`src/rtl/uart_boot_pkg.sv`:
```
// Shared constants, frame FSM states and baud helper for the UART boot loader.
package uart_boot_pkg;

  localparam logic [7:0] SYNC = 8'hA5;
  localparam logic [7:0] ACK  = 8'h06;
  localparam logic [7:0] NAK  = 8'h15;

  typedef enum logic [2:0] {
    ST_IDLE,
    ST_ADDR_H,
    ST_ADDR_L,
    ST_CNT_H,
    ST_CNT_L,
    ST_DATA,
    ST_CHK,
    ST_ACK
  } state_e;

  function automatic int unsigned calc_div(input int unsigned clk_hz, input int unsigned baud);
    return clk_hz / baud;
  endfunction

endpackage

```
`src/rtl/uart_boot_loader_uart_rx.sv`:
```
// UART receiver: 2-flop synchroniser, mid-bit start validation, LSB-first sampling,
// one-cycle byte_valid / byte_err pulses depending on the stop bit.
module uart_rx #(
  parameter int unsigned DIV = 434
) (
  input  logic       clk,
  input  logic       rst,
  input  logic       rx,
  output logic [7:0] byte_data,
  output logic       byte_valid,
  output logic       byte_err
);

  localparam int unsigned CW = $clog2(DIV + 1);
  localparam logic [CW-1:0] HALF = CW'((DIV / 2 > 0) ? DIV / 2 - 1 : 0);
  localparam logic [CW-1:0] FULL = CW'(DIV - 1);

  typedef enum logic [1:0] {RX_IDLE, RX_START, RX_DATA, RX_STOP} rx_state_e;

  rx_state_e     st_q, st_d;
  logic          rx_m_q, rx_s_q, rx_p_q;
  logic [CW-1:0] cnt_q, cnt_d;
  logic [2:0]    bit_q, bit_d;
  logic [7:0]    sh_q, sh_d;
  logic          valid_q, valid_d;
  logic          err_q, err_d;

  always_ff @(posedge clk or posedge rst) begin
    if (rst) begin
      rx_m_q  <= 1'b1;
      rx_s_q  <= 1'b1;
      rx_p_q  <= 1'b1;
      st_q    <= RX_IDLE;
      cnt_q   <= '0;
      bit_q   <= '0;
      sh_q    <= '0;
      valid_q <= 1'b0;
      err_q   <= 1'b0;
    end else begin
      rx_m_q  <= rx;
      rx_s_q  <= rx_m_q;
      rx_p_q  <= rx_s_q;
      st_q    <= st_d;
      cnt_q   <= cnt_d;
      bit_q   <= bit_d;
      sh_q    <= sh_d;
      valid_q <= valid_d;
      err_q   <= err_d;
    end
  end

  always_comb begin
    st_d    = st_q;
    cnt_d   = cnt_q + 1'b1;
    bit_d   = bit_q;
    sh_d    = sh_q;
    valid_d = 1'b0;
    err_d   = 1'b0;
    case (st_q)
      // Edge-triggered start so a low stop bit cannot retrigger a phantom byte.
      RX_IDLE: begin
        cnt_d = '0;
        if (rx_p_q && !rx_s_q) st_d = RX_START;
      end
      RX_START: if (cnt_q == HALF) begin
        cnt_d = '0;
        bit_d = '0;
        st_d  = rx_s_q ? RX_IDLE : RX_DATA;
      end
      RX_DATA: if (cnt_q == FULL) begin
        cnt_d = '0;
        sh_d  = {rx_s_q, sh_q[7:1]};
        bit_d = bit_q + 3'd1;
        if (bit_q == 3'd7) st_d = RX_STOP;
      end
      RX_STOP: if (cnt_q == FULL) begin
        cnt_d   = '0;
        valid_d = rx_s_q;
        err_d   = !rx_s_q;
        st_d    = RX_IDLE;
      end
      default: st_d = RX_IDLE;
    endcase
  end

  assign byte_data  = sh_q;
  assign byte_valid = valid_q;
  assign byte_err   = err_q;

endmodule

```
`src/rtl/uart_boot_loader.sv`:
```
// Framed UART program loader: parses A5/addr/count/payload/checksum frames, writes
// program memory word by word, and replies ACK/NAK on tx while holding the core.
module uart_boot_loader
  import uart_boot_pkg::*;
#(
  parameter int unsigned CLK_HZ      = 50000000,
  parameter int unsigned BAUD        = 115200,
  parameter int unsigned WORD_BYTES  = 2,
  parameter int unsigned ADDR_W      = 12,
  parameter bit          MSB_FIRST   = 1'b1,
  parameter int unsigned TIMEOUT_CYC = CLK_HZ / 100
) (
  input  logic                    clk,
  input  logic                    rst,
  input  logic                    rx,
  output logic                    tx,
  output logic [ADDR_W-1:0]       mem_addr,
  output logic [8*WORD_BYTES-1:0] mem_data,
  output logic                    mem_we,
  output logic                    core_hold,
  output logic                    busy,
  output logic                    err_crc,
  output logic                    err_frm
);

  localparam int unsigned DIV   = calc_div(CLK_HZ, BAUD);
  localparam int unsigned DW    = 8 * WORD_BYTES;
  localparam int unsigned IDX_W = (WORD_BYTES > 1) ? $clog2(WORD_BYTES) : 1;
  localparam int unsigned TW    = $clog2(TIMEOUT_CYC + 1);
  localparam int unsigned DCW   = $clog2(DIV + 1);
  localparam logic [IDX_W-1:0] LAST_IDX = IDX_W'(WORD_BYTES - 1);
  localparam logic [TW-1:0]    TO_LAST  = TW'(TIMEOUT_CYC - 1);
  localparam logic [DCW-1:0]   TX_LAST  = DCW'(DIV - 1);

  logic [7:0] rx_byte;
  logic       rx_valid, rx_err;

  uart_rx #(.DIV(DIV)) u_rx (
    .clk       (clk),
    .rst       (rst),
    .rx        (rx),
    .byte_data (rx_byte),
    .byte_valid(rx_valid),
    .byte_err  (rx_err)
  );

  state_e            state_q, state_d;
  logic [ADDR_W-1:0] addr_q, addr_d;
  logic [7:0]        addr_h_q, addr_h_d;
  logic [15:0]       cnt_q, cnt_d;
  logic [7:0]        cnt_h_q, cnt_h_d;
  logic [IDX_W-1:0]  idx_q, idx_d;
  logic [DW-1:0]     word_q, word_d, word_ins;
  logic [7:0]        sum_q, sum_d;
  logic [TW-1:0]     to_q, to_d;
  logic              mem_we_q, mem_we_d;
  logic [ADDR_W-1:0] mem_addr_q, mem_addr_d;
  logic [DW-1:0]     mem_data_q, mem_data_d;
  logic              hold_q, hold_d;
  logic              err_crc_q, err_crc_d;
  logic              err_frm_q, err_frm_d;
  logic [9:0]        tx_sh_q, tx_sh_d;
  logic [3:0]        tx_bit_q, tx_bit_d;
  logic [DCW-1:0]    tx_cnt_q, tx_cnt_d;
  logic              in_frame;

  always_ff @(posedge clk or posedge rst) begin
    if (rst) begin
      state_q    <= ST_IDLE;
      addr_q     <= '0;
      addr_h_q   <= '0;
      cnt_q      <= '0;
      cnt_h_q    <= '0;
      idx_q      <= '0;
      word_q     <= '0;
      sum_q      <= '0;
      to_q       <= '0;
      mem_we_q   <= 1'b0;
      mem_addr_q <= '0;
      mem_data_q <= '0;
      hold_q     <= 1'b0;
      err_crc_q  <= 1'b0;
      err_frm_q  <= 1'b0;
      tx_sh_q    <= '1;
      tx_bit_q   <= '0;
      tx_cnt_q   <= '0;
    end else begin
      state_q    <= state_d;
      addr_q     <= addr_d;
      addr_h_q   <= addr_h_d;
      cnt_q      <= cnt_d;
      cnt_h_q    <= cnt_h_d;
      idx_q      <= idx_d;
      word_q     <= word_d;
      sum_q      <= sum_d;
      to_q       <= to_d;
      mem_we_q   <= mem_we_d;
      mem_addr_q <= mem_addr_d;
      mem_data_q <= mem_data_d;
      hold_q     <= hold_d;
      err_crc_q  <= err_crc_d;
      err_frm_q  <= err_frm_d;
      tx_sh_q    <= tx_sh_d;
      tx_bit_q   <= tx_bit_d;
      tx_cnt_q   <= tx_cnt_d;
    end
  end

  // Drop the incoming byte into its lane; lane order depends on MSB_FIRST.
  always_comb begin
    word_ins = word_q;
    for (int b = 0; b < WORD_BYTES; b++) begin
      if (IDX_W'(MSB_FIRST ? WORD_BYTES - 1 - b : b) == idx_q) word_ins[8*b +: 8] = rx_byte;
    end
  end

  always_comb begin
    state_d    = state_q;
    addr_d     = addr_q;
    addr_h_d   = addr_h_q;
    cnt_d      = cnt_q;
    cnt_h_d    = cnt_h_q;
    idx_d      = idx_q;
    word_d     = word_q;
    sum_d      = sum_q;
    to_d       = '0;
    mem_we_d   = 1'b0;
    mem_addr_d = mem_addr_q;
    mem_data_d = mem_data_q;
    hold_d     = hold_q;
    err_crc_d  = err_crc_q;
    err_frm_d  = err_frm_q;
    tx_sh_d    = tx_sh_q;
    tx_bit_d   = tx_bit_q;
    tx_cnt_d   = tx_cnt_q;
    in_frame   = (state_q == ST_ADDR_H) || (state_q == ST_ADDR_L) || (state_q == ST_CNT_H) ||
                 (state_q == ST_CNT_L)  || (state_q == ST_DATA)   || (state_q == ST_CHK);

    if (in_frame) begin
      to_d = rx_valid ? '0 : to_q + 1'b1;
      if (rx_valid) sum_d = sum_q + rx_byte;
    end

    if (in_frame && (rx_err || (!rx_valid && to_q == TO_LAST))) begin
      err_frm_d = 1'b1;
      hold_d    = 1'b0;
      state_d   = ST_IDLE;
    end else begin
      case (state_q)
        ST_IDLE: if (rx_valid && rx_byte == SYNC) begin
          err_crc_d = 1'b0;
          err_frm_d = 1'b0;
          hold_d    = 1'b1;
          sum_d     = '0;
          idx_d     = '0;
          state_d   = ST_ADDR_H;
        end
        ST_ADDR_H: if (rx_valid) begin
          addr_h_d = rx_byte;
          state_d  = ST_ADDR_L;
        end
        ST_ADDR_L: if (rx_valid) begin
          addr_d  = ADDR_W'({addr_h_q, rx_byte});
          state_d = ST_CNT_H;
        end
        ST_CNT_H: if (rx_valid) begin
          cnt_h_d = rx_byte;
          state_d = ST_CNT_L;
        end
        ST_CNT_L: if (rx_valid) begin
          cnt_d   = {cnt_h_q, rx_byte};
          idx_d   = '0;
          state_d = ({cnt_h_q, rx_byte} == 16'd0) ? ST_CHK : ST_DATA;
        end
        ST_DATA: if (rx_valid) begin
          word_d = word_ins;
          if (idx_q == LAST_IDX) begin
            mem_we_d   = 1'b1;
            mem_addr_d = addr_q;
            mem_data_d = word_ins;
            addr_d     = addr_q + 1'b1;
            cnt_d      = cnt_q - 16'd1;
            idx_d      = '0;
            if (cnt_q == 16'd1) state_d = ST_CHK;
          end else begin
            idx_d = idx_q + 1'b1;
          end
        end
        ST_CHK: if (rx_valid) begin
          tx_sh_d  = {1'b1, (rx_byte == sum_q) ? ACK : NAK, 1'b0};
          tx_bit_d = '0;
          tx_cnt_d = '0;
          if (rx_byte != sum_q) err_crc_d = 1'b1;
          state_d  = ST_ACK;
        end
        // Shift register refills with 1s, so tx idles high once the stop bit is out.
        ST_ACK: begin
          if (tx_cnt_q == TX_LAST) begin
            tx_cnt_d = '0;
            tx_sh_d  = {1'b1, tx_sh_q[9:1]};
            tx_bit_d = tx_bit_q + 4'd1;
            if (tx_bit_q == 4'd9) begin
              hold_d  = 1'b0;
              state_d = ST_IDLE;
            end
          end else begin
            tx_cnt_d = tx_cnt_q + 1'b1;
          end
        end
        default: state_d = ST_IDLE;
      endcase
    end
  end

  assign tx        = tx_sh_q[0];
  assign mem_addr  = mem_addr_q;
  assign mem_data  = mem_data_q;
  assign mem_we    = mem_we_q;
  assign core_hold = hold_q;
  assign busy      = (state_q != ST_IDLE);
  assign err_crc   = err_crc_q;
  assign err_frm   = err_frm_q;

endmodule

```
`config.mk`:
```
export PLATFORM = sky130hd
export DESIGN_NAME = uart_boot_loader
export DESIGN_NICKNAME = d
export VERILOG_FILES = /design/src/rtl/uart_boot_pkg.sv /design/src/rtl/uart_boot_loader_uart_rx.sv /design/src/rtl/uart_boot_loader.sv
export SDC_FILE = /design/constraint.sdc
export NUM_CORES = 1
export LEC_CHECK = 0
export CELL_PAD_IN_SITES_DETAIL_PLACEMENT = 1
export CELL_PAD_IN_SITES_GLOBAL_PLACEMENT = 1
export CORE_AREA = 2 2 179 111
export DETAILED_ROUTE_END_ITERATION = 10
export DIE_AREA = 0 0 181 113
export HOLD_SLACK_MARGIN = 0.08
export MAX_ROUTING_LAYER = met4
export PLACE_DENSITY = 0.71
export SETUP_SLACK_MARGIN = 0.4
export SLEW_MARGIN = 15
export SYNTH_ARGS = -nofsm -noshare
export SYNTH_HDL_FRONTEND = slang
export SYNTH_SLANG_ARGS = --single-unit
```
`constraint.sdc`:
```
create_clock -name clk -period 5 [get_ports clk]
set_input_delay 0.5 -clock clk [delete_from_list [all_inputs] [get_ports clk]]
set_output_delay 0.5 -clock clk [all_outputs]
set_load 0.05 [all_outputs]
```
==> impl_metrics.env, run 1 <==
export IMPL_via_per_inst=5.638
export IMPL_p_leak_nw=4.124
export IMPL_boundaryPins=37
export IMPL_grt_use_total_pct=23.41
export IMPL_swShare_pct=26.51
export IMPL_p_switching_mw=0.7478
export IMPL_globalplace_congestion=0.8873
export IMPL_stdcell_area_um2=9017
export IMPL_synth_ff_type="dfrtp_1"
export IMPL_comb_power_share_pct=6.4
export IMPL_synth_cell_type_count=64
export IMPL_grt_use_met2_pct=35.05
export IMPL_status="finished clean"
export IMPL_p_per_area_nw_per_um2=312.8
export IMPL_area_growth_pct=13.51
export IMPL_avgSynthCellArea_um2=9.468
export IMPL_drive_gt1_share_pct=10.31
export IMPL_initial_utilization_pct=42.39
export IMPL_grt_ovfl_total=0
export IMPL_ff2ff_setup_slack_ns=2.03
export IMPL_clk_path_buf_depth=2
export IMPL_skew_ns=0.01242
export IMPL_ctsResizeCount=0
export IMPL_use_met3_pct=4.377
export IMPL_holdWs_ns=0.3570
export IMPL_syn_area_um2=7944
export IMPL_min_delay_worst_endpoint="u_rx.rx_s_q"
export IMPL_clockPowerShare_pct=46.3
export IMPL_hold_start="u_rx.rx_m_q"
export IMPL_core_area_um2=18740
export IMPL_synth_seq_area_share_pct=50.59
export IMPL_hold_path_depth=0
export IMPL_post_drt_wl_per_cell_um=19.61
export IMPL_p_seq_share_pct=47.2
export IMPL_grt_pass1_vias=6778
export IMPL_intPower_mw=2.073
export IMPL_cts_root_buf="clkbuf_16"
export IMPL_worstSetupPathType="reg -> out"
export IMPL_timing_rr_start="state_q[2]"
export IMPL_cts_buffers=17
export IMPL_synthCells=839
export IMPL_reg2reg_depth=5
export IMPL_min_path_type="reg -> reg"
export IMPL_dp_slack_ns=2.113
export IMPL_yosysWarnings=0
export IMPL_maxSlewHeadroom_pct=42.46
export IMPL_die_x_um=181
export IMPL_async_flop_share_pct=100.0
export IMPL_post_cts_buffers=0
export IMPL_setup_viol=0
export IMPL_drc=0
export IMPL_cts_htree_levels=4
export IMPL_fin_cells=1119
export IMPL_wl_mm=21.94
export IMPL_use_met1_pct=32.39
export IMPL_dp_hpwl_mm=15.03
export IMPL_fmax_mhz=319.4
export IMPL_crit_path_end_kind="output pin"
export IMPL_crit_arrival_ns=2.63
export IMPL_tns_ns=0
export IMPL_hold_viol_final=0
export IMPL_cp_max_fo=20
export IMPL_fin_ws_ns=1.870
export IMPL_yosys_area_top_type="dfrtp_1"
export IMPL_grt_busiest_layer="met2"
export IMPL_antenna_found_initial=0
export IMPL_worst_pin_slew_ns=0.8631
export IMPL_synthTopCellsByArea="dfrtp_1 47%, nand2_1 7.6%, mux2_2 4.1%"
export IMPL_drt_antenna_violating_nets=0
export IMPL_rsz0062_at_grt="no"
export IMPL_synth_edf_count=0
export IMPL_reg2reg_to="mem_data[4]"
export IMPL_vias=6309
export IMPL_place_inst=1087
export IMPL_ctsHoldBuffers=0
export IMPL_cts_sinks=160
export IMPL_numPortBuffers=36
export IMPL_dr_pass1_iters=4
export IMPL_rows=39
export IMPL_netlist_area_leader_share_pct=46.62
export IMPL_drv_cap=0
export IMPL_path_clk_slew_ns=0.07
export IMPL_post_route_min_period_ns=3.131
export IMPL_startpoint_type="flop"
export IMPL_grt_pass1_wl_mm=36.36
export IMPL_synth_seq_cells=160
export IMPL_drt_iter0_drc=413
export IMPL_final_util_pct=48.12
export IMPL_total_power_mw=2.820
export IMPL_cts_tree="done"
export IMPL_crit_start="state_q[2]"
export IMPL_diodes=0
export IMPL_cp_data_required_time_ns=4.50
export IMPL_clock_latency_ns=0.44
export IMPL_grt_start_max_net_pins=161
export IMPL_timing_final_crit_share_pct=62.61
export IMPL_dpl_cell_area_um2=8439
export IMPL_die_height_um=113
export IMPL_dieArea_um2=20450
export IMPL_ir_drop_mv=0.2182
export IMPL_fin_nets=888
export IMPL_syn_nets=867
export IMPL_slew_viol_final=0
==> logic make-up after synthesis <==
| group | Yosys count | synth area share, % |
|---|---|---|
| adders and majority gates | 25 | 4.032 |
| DFF | 160 | 50.59 |
| muxes | 35 | 4.867 |
| and+or+nand+nor | 366 | 21.55 |
| AOI/OAI and AO/OA | 159 | 11.66 |
| xor gates and xnor gates | 31 | 3.418 |
| buffers and inverters | 63 | 3.890 |
==> power by group through the flow <==
stage | registers, mW | clock network [mW] | logic (mW)
2_1_floorplan | 1.35 | 0 | 0.136
3_3_place_gp | 1.35 | 0 | 0.168
3_5_place_dp | 1.36 | 0 | 0.184
4_1_cts | 1.33 | 1.33 | 0.185
5_1_grt | 1.34 | 1.39 | 0.209
6_report | 1.33 | 1.31 | 0.181
==> metal layers <==
| metal | up-vias | wire length [um] |
|---|---|---|
| li1 | 2952 | - |
| met1 | 3201 | 10930 |
| met2 | 131 | 9718 |
| met3 | 25 | 997 |
| met4 | 0 | 295 |
| met5 | - | 0 |
==> Yosys cell counts, types with 9 or more instances <==
cell type,n
a21oi_1,48
and3_1,10
clkbuf_1,26
dfrtp_1,148
dfstp_2,12
ha_1,24
inv_1,25
mux2_2,29
nand2_1,161
nand3_1,39
nand4_1,9
nor2_1,73
nor3_1,23
nor4_1,10
o21ai_0,59
o22ai_1,10
xor2_1,23
==> flip-flops by register name, summed over array words and instances, names as in the netlist, 9 cells and up, named ones only <==
register	cells
to_q	19
cnt_q	16
mem_data	16
addr_q	12
mem_addr	12
tx_cnt_q	9
tx_sh_q	9
u_rx.cnt_q	9
==> worst max-delay path, cell delays in order (launching register included) <==
cell	delay, ns
dfrtp_1	0.60
nor3_1	0.59
inv_1	0.24
clkdlybuf4s50_1	0.76
==> layout by cell type, fill, tap and decap left out, types with 9 or more instances in the layout <==
| cell | count |
|---|---|
| a21oi_1 | 48 |
| nand2_1 | 161 |
| nor3_1 | 23 |
| mux2_2 | 29 |
| nor2_1 | 73 |
| o22ai_1 | 10 |
| ha_1 | 24 |
| dfstp_2 | 12 |
| xor2_1 | 23 |
| clkbuf_16 | 17 |
| nand4_1 | 9 |
| clkdlybuf4s50_1 | 36 |
| and3_1 | 10 |
| inv_1 | 24 |
| nand3_1 | 39 |
| o21ai_0 | 59 |
| dfrtp_1 | 148 |
| nor4_1 | 10 |
==> worst max path at each step <==
stage,cells past startpoint,endpoint
6_report,3,busy
5_1_grt,3,busy
4_1_cts,3,busy
3_5_place_dp,5,addr_q[2]
3_3_place_gp,5,mem_data[3]
2_1_floorplan,1,asynchronous set/reset pin
==> area by class of cell <==
class	count	area, um^2
Clock buffer	17	425.4
Clock inverter	15	152.6
Fill cell	2150	9721
Inverter	26	101.3
Multi-Input combinational cell	616	3616
Sequential cell	160	4019
Tap cell	246	307.8
Timing Repair Buffer	39	395.4
Power figures use the tool's default switching activity.
==> inputs of run 2 (changes only) <==
--- a/config.mk
+++ b/config.mk
@@ -7,12 +7,12 @@
 export LEC_CHECK = 0
 export CELL_PAD_IN_SITES_DETAIL_PLACEMENT = 1
 export CELL_PAD_IN_SITES_GLOBAL_PLACEMENT = 1
-export CORE_AREA = 2 2 179 111
+export CORE_AREA = 2 2 171 106
 export DETAILED_ROUTE_END_ITERATION = 10
-export DIE_AREA = 0 0 181 113
+export DIE_AREA = 0 0 173 108
 export HOLD_SLACK_MARGIN = 0.08
 export MAX_ROUTING_LAYER = met4
-export PLACE_DENSITY = 0.71
+export PLACE_DENSITY = 0.75
 export SETUP_SLACK_MARGIN = 0.4
 export SLEW_MARGIN = 15
 export SYNTH_ARGS = -nofsm -noshare
==> constraint.sdc (replaced) <==
create_clock -name clk -period 3.1 [get_ports clk]
set_input_delay 0.31 -clock clk [delete_from_list [all_inputs] [get_ports clk]]
set_output_delay 0.31 -clock clk [all_outputs]
set_load 0.05 [all_outputs]
==> impl_metrics.env, run 2 (synthesized netlist as in run 1, its figures left out) <==
export IMPL_status="finished clean"
export IMPL_die_x_um=173
export IMPL_grt_pass1_vias=6830
export IMPL_worst_pin_slew_ns=0.6850
export IMPL_numPortBuffers=36
export IMPL_drt_iter0_drc=461
export IMPL_cts_root_buf="clkbuf_16"
export IMPL_timing_final_crit_share_pct=82.73
export IMPL_min_path_type="in -> reg"
export IMPL_dr_pass1_iters=4
export IMPL_setup_viol=0
export IMPL_cp_data_required_time_ns=2.79
export IMPL_use_met1_pct=35.52
export IMPL_clock_latency_ns=0.44
export IMPL_die_height_um=108
export IMPL_diodes=0
export IMPL_use_met3_pct=4.817
export IMPL_regMostFlops="to_q"
export IMPL_swShare_pct=26.26
export IMPL_hold_viol_final=0
export IMPL_core_area_um2=16940
export IMPL_worstSetupPathType="reg -> out"
export IMPL_dpl_cell_area_um2=8512
export IMPL_grt_pass1_wl_mm=36.38
export IMPL_fmax_mhz=389.9
export IMPL_post_drt_wl_per_cell_um=19.66
export IMPL_wl_mm=21.95
export IMPL_largest_reg_flops=19
export IMPL_cp_max_fo=18
export IMPL_rsz0062_at_grt="no"
export IMPL_stdcell_area_um2=9057
export IMPL_crit_arrival_ns=2.25
export IMPL_drt_antenna_violating_nets=0
export IMPL_grt_start_max_net_pins=97
export IMPL_p_leak_nw=4.161
export IMPL_drv_cap=0
export IMPL_via_per_inst=5.784
export IMPL_p_per_area_nw_per_um2=489.9
export IMPL_register_area_um2=4020
export IMPL_dp_hpwl_mm=14.97
export IMPL_p_switching_mw=1.165
export IMPL_tns_ns=0
export IMPL_final_cell_mix="161 x nand2_1, 147 x dfrtp_1, 73 x nor2_1"
export IMPL_intPower_mw=3.272
export IMPL_drive_gt1_share_pct=11.34
export IMPL_skew_ns=0.01136
export IMPL_clk_path_buf_depth=2
export IMPL_antenna_found_initial=0
export IMPL_startpoint_type="flop"
export IMPL_comb_power_share_pct=7.1
export IMPL_rows=37
export IMPL_path_clk_slew_ns=0.06
export IMPL_multi_input_area_um2=3616
export IMPL_post_cts_buffers=0
export IMPL_area_growth_pct=14.02
export IMPL_grt_use_total_pct=25.79
export IMPL_grt_busiest_layer="met2"
export IMPL_crit_path_end_kind="output pin"
export IMPL_slew_viol_final=0
export IMPL_grt_ovfl_total=0
export IMPL_p_seq_share_pct=48.6
export IMPL_boundaryPins=37
export IMPL_cts_buffers=17
export IMPL_cts_tree="done"
export IMPL_dieArea_um2=18680
export IMPL_fin_nets=898
export IMPL_ir_drop_mv=0.2616
export IMPL_globalplace_congestion=0.8587
export IMPL_grt_use_met2_pct=38.94
export IMPL_n_fill_cell=1934
export IMPL_cts_htree_levels=4
export IMPL_cts_sinks=160
export IMPL_mostFrequentLayoutCell="nand2_1"
export IMPL_maxSlewHeadroom_pct=53.91
export IMPL_drc=0
export IMPL_initial_utilization_pct=46.88
export IMPL_vias=6455
export IMPL_post_route_min_period_ns=2.564
export IMPL_clockPowerShare_pct=44.4
## run 2: what timing repair did
item                                    in CTS  in global routing
hold buffers                                 0                  0
endpoints found under the setup margin       0                  2
resized for setup                            0                  1
## run 2: layout make-up
type	count	share of cell area [%]
flip-flops and latches	160	44.38
clock inverters	13	1.160
well taps	234	3.232
repair buffers	49	5.332
inverters	26	1.119
multi-input cells	616	39.92
clock buffers	18	4.849
## run 2: per-layer routing
metal	up-vias	part of all wire [%]
met5	-	0
met4	0	1.7
met3	36	4.1
met2	145	45
met1	3300	49
li1	2974	-
## run 2: path summary, 6_finish.rpt
check	cells past startpoint	start	endpoint	slack, ns
min	1	rx	u_rx.rx_m_q	0.28
max in group asynchronous	3	rst	cnt_h_q[0]	2.23
min reg2reg	0	u_rx.rx_m_q	u_rx.rx_s_q	0.36
min in group asynchronous	3	rst	mem_data[7]	0.35
max	3	state_q[1]	busy	0.54
max reg2reg	6	cnt_q[7]	cnt_q[15]	0.63
## run 2: metrics by stage
step / setup slack [ns] / hold slack [ns] / instances / util, % / power, mW
finish: 0.5355 / 0.2817 / 1116 / 53.46 / 4.437
global placement: 0.7312 / 0.3472 / 1085 / 50.24 / 2.454
CTS: 0.4409 / 0.2675 / 1116 / 53.45 / 4.489
detailed placement: 0.6222 / 0.3473 / 1085 / 50.24 / 2.506
global route: 0.4196 / 0.2827 / 1116 / 53.46 / 4.614
floorplan: 0.7710 / 0.3145 / 839 / - / 2.398
## run 2: worst max-delay path, cell delays in order, from the launching register on
cell             delay, ns
dfrtp_1               0.66
nor3_1                0.14
inv_1                 0.18
clkdlybuf4s50_1       0.84
## run 2: power groups by stage
stage	Clock, mW	Sequential, mW	Combinational (mW)
5_1_grt	2.11	2.16	0.347
6_report	1.97	2.15	0.314
3_3_place_gp	0	2.18	0.269
3_5_place_dp	0	2.19	0.316
2_1_floorplan	0	2.18	0.219
4_1_cts	2.02	2.15	0.318
==> inputs of run 3 (changes only) <==
==> constraint.sdc (replaced) <==
create_clock -name clk -period 2.4 [get_ports clk]
set_input_delay 0.24 -clock clk [delete_from_list [all_inputs] [get_ports clk]]
set_output_delay 0.24 -clock clk [all_outputs]
set_load 0.05 [all_outputs]
==> impl_metrics.env, run 3 (synthesized netlist as in run 1, its figures left out) <==
export IMPL_grt_use_total_pct=27.16
export IMPL_min_path_type="in -> reg"
export IMPL_regMostFlops="to_q"
export IMPL_p_switching_mw=1.437
export IMPL_intPower_mw=4.564
export IMPL_grt_ovfl_total=0
export IMPL_cts_sinks=160
export IMPL_crit_path_end_kind="flop"
export IMPL_clock_latency_ns=0.44
export IMPL_holdWs_ns=0.2284
export IMPL_p_seq_share_pct=46.3
export IMPL_ir_drop_mv=0.4527
export IMPL_largest_reg_flops=19
export IMPL_setup_viol=0
export IMPL_core_area_um2=16940
export IMPL_fin_ws_ns=0.2367
export IMPL_dp_hpwl_mm=15.13
export IMPL_boundaryPins=37
export IMPL_cts_tree="done"
export IMPL_grt_pass1_wl_mm=38.50
export IMPL_die_height_um=108
export IMPL_clk_path_buf_depth=2
export IMPL_cp_max_fo=4
export IMPL_grt_start_max_net_pins=98
export IMPL_numPortBuffers=36
export IMPL_antenna_found_initial=0
export IMPL_dp_slack_ns=0.01520
export IMPL_worstSetupPathType="reg -> reg"
export IMPL_area_growth_pct=23.74
export IMPL_rows=37
export IMPL_fin_nets=952
export IMPL_initial_utilization_pct=46.88
export IMPL_p_leak_nw=4.549
export IMPL_slew_viol_final=0
export IMPL_cts_root_buf="clkbuf_16"
export IMPL_startpoint_type="flop"
export IMPL_diodes=0
export IMPL_fin_cells=1171
export IMPL_place_inst=1108
export IMPL_rsz0062_at_grt="yes"
export IMPL_wl_mm=23.77
export IMPL_globalplace_congestion=0.8465
export IMPL_maxSlewHeadroom_pct=62.15
export IMPL_mostFrequentLayoutCell="nand2_1"
export IMPL_post_drt_wl_per_cell_um=20.30
export IMPL_skew_ns=0.007317
export IMPL_cts_buffers=17
export IMPL_dieArea_um2=18680
export IMPL_dr_pass1_iters=5
export IMPL_swShare_pct=23.94
export IMPL_drive_gt1_share_pct=20.81
export IMPL_drt_iter0_drc=462
export IMPL_cts_htree_levels=4
export IMPL_comb_power_share_pct=7.3
export IMPL_cp_data_required_time_ns=2.76
export IMPL_drv_cap=0
export IMPL_timing_final_crit_share_pct=90.14
export IMPL_drt_antenna_violating_nets=0
export IMPL_total_power_mw=6.001
export IMPL_worst_pin_slew_ns=0.5656
export IMPL_p_per_area_nw_per_um2=610.5
export IMPL_clockPowerShare_pct=46.3
export IMPL_grt_pass1_vias=7164
export IMPL_tns_ns=0
export IMPL_die_x_um=173
export IMPL_vias=6769
export IMPL_post_route_min_period_ns=2.163
export IMPL_drc=0
export IMPL_via_per_inst=5.781
export IMPL_hold_viol_final=0
export IMPL_status="finished clean"
export IMPL_path_clk_slew_ns=0.07
export IMPL_fmax_mhz=462.3
export IMPL_crit_arrival_ns=2.52
export IMPL_final_cell_mix="160 x nand2_1, 140 x dfrtp_1, 68 x nor2_1"
-- run 3: changes by cell type in the layout (fill, tap and decap cells not counted), moves of 4 or more --
cell / before / now
buf_4: 11 / 58
clkbuf_1: 0 / 5
dfrtp_1: 147 / 140
dfrtp_2: 1 / 8
inv_6: 5 / 0
mux2_2: 29 / 20
mux2_4: 0 / 9
nor2_1: 73 / 68
nor2_2: 0 / 4
nor3_1: 23 / 19
nor4_1: 10 / 5
nor4_2: 1 / 5
o21ai_0: 59 / 53
o21ai_1: 2 / 7
-- run 3: stage by stage --
| step | cell area (um^2) | utilization (%) |
|---|---|---|
| 2_1_floorplan | 7981 | - |
| 3_3_place_gp | 8727 | 51.51 |
| 3_5_place_dp | 8727 | 51.51 |
| 4_1_cts | 9563 | 56.44 |
| 5_1_grt | 9829 | 58.01 |
| 6_report | 9829 | 58.01 |
-- run 3: layer usage --
metal	track usage, %	up-vias	share of wire (%)
met3	5.134	35	4.1
li1	-	3076	-
met4	7.869	0	1.5
met5	-	-	0
met2	42.91	148	47
met1	36.18	3510	48
-- run 3: what timing repair did --
action                     CTS  global route
buffers inserted            15            14
hold endpoints to repair     0             0
setup endpoints to repair   35            69
hold buffers                 0             0
pin swaps                   11            10
resized for setup           22            42
gates cloned                 1             1
-- run 3: worst paths after layout --
kind                       slack (ns)        start  cells past startpoint                end
min in group asynchronous        0.28          rst                      3        mem_addr[0]
hold reg to reg                  0.37  u_rx.rx_m_q                      0        u_rx.rx_s_q
setup / recovery                 0.24    cnt_q[10]                      6         state_q[1]
max in group asynchronous        1.62          rst                      3  u_rx.byte_data[1]
setup reg to reg                 0.24    cnt_q[10]                      6         state_q[1]
hold / removal                   0.23           rx                      1        u_rx.rx_m_q
-- run 3: area by class of cell --
class,count,area (um^2)
fillers,1894,7114
flip-flops and latches,160,4029
multi-input cells,616,3851
repair buffers,103,963.4
clock buffers,23,457.9
well taps,234,292.8
clock inverters,9,133.9
inverters,26,101.3
-- run 3: power groups by stage --
stage	Combinational (mW)	Clock, mW	Sequential, mW
global placement	0.356	0	2.82
CTS	0.395	2.82	2.78
global route	0.495	2.94	2.78
floorplan	0.282	0	2.81
finish	0.440	2.78	2.78
detailed placement	0.376	0	2.83
-- run 3: worst max-delay path: stages (launching register included) --
cell and delay (ns):
dfrtp_1 0.39, or3_4 0.42, or4_4 0.44, o31ai_4 0.31
a21oi_2 0.12, a211o_1 0.26, o21ai_1 0.14
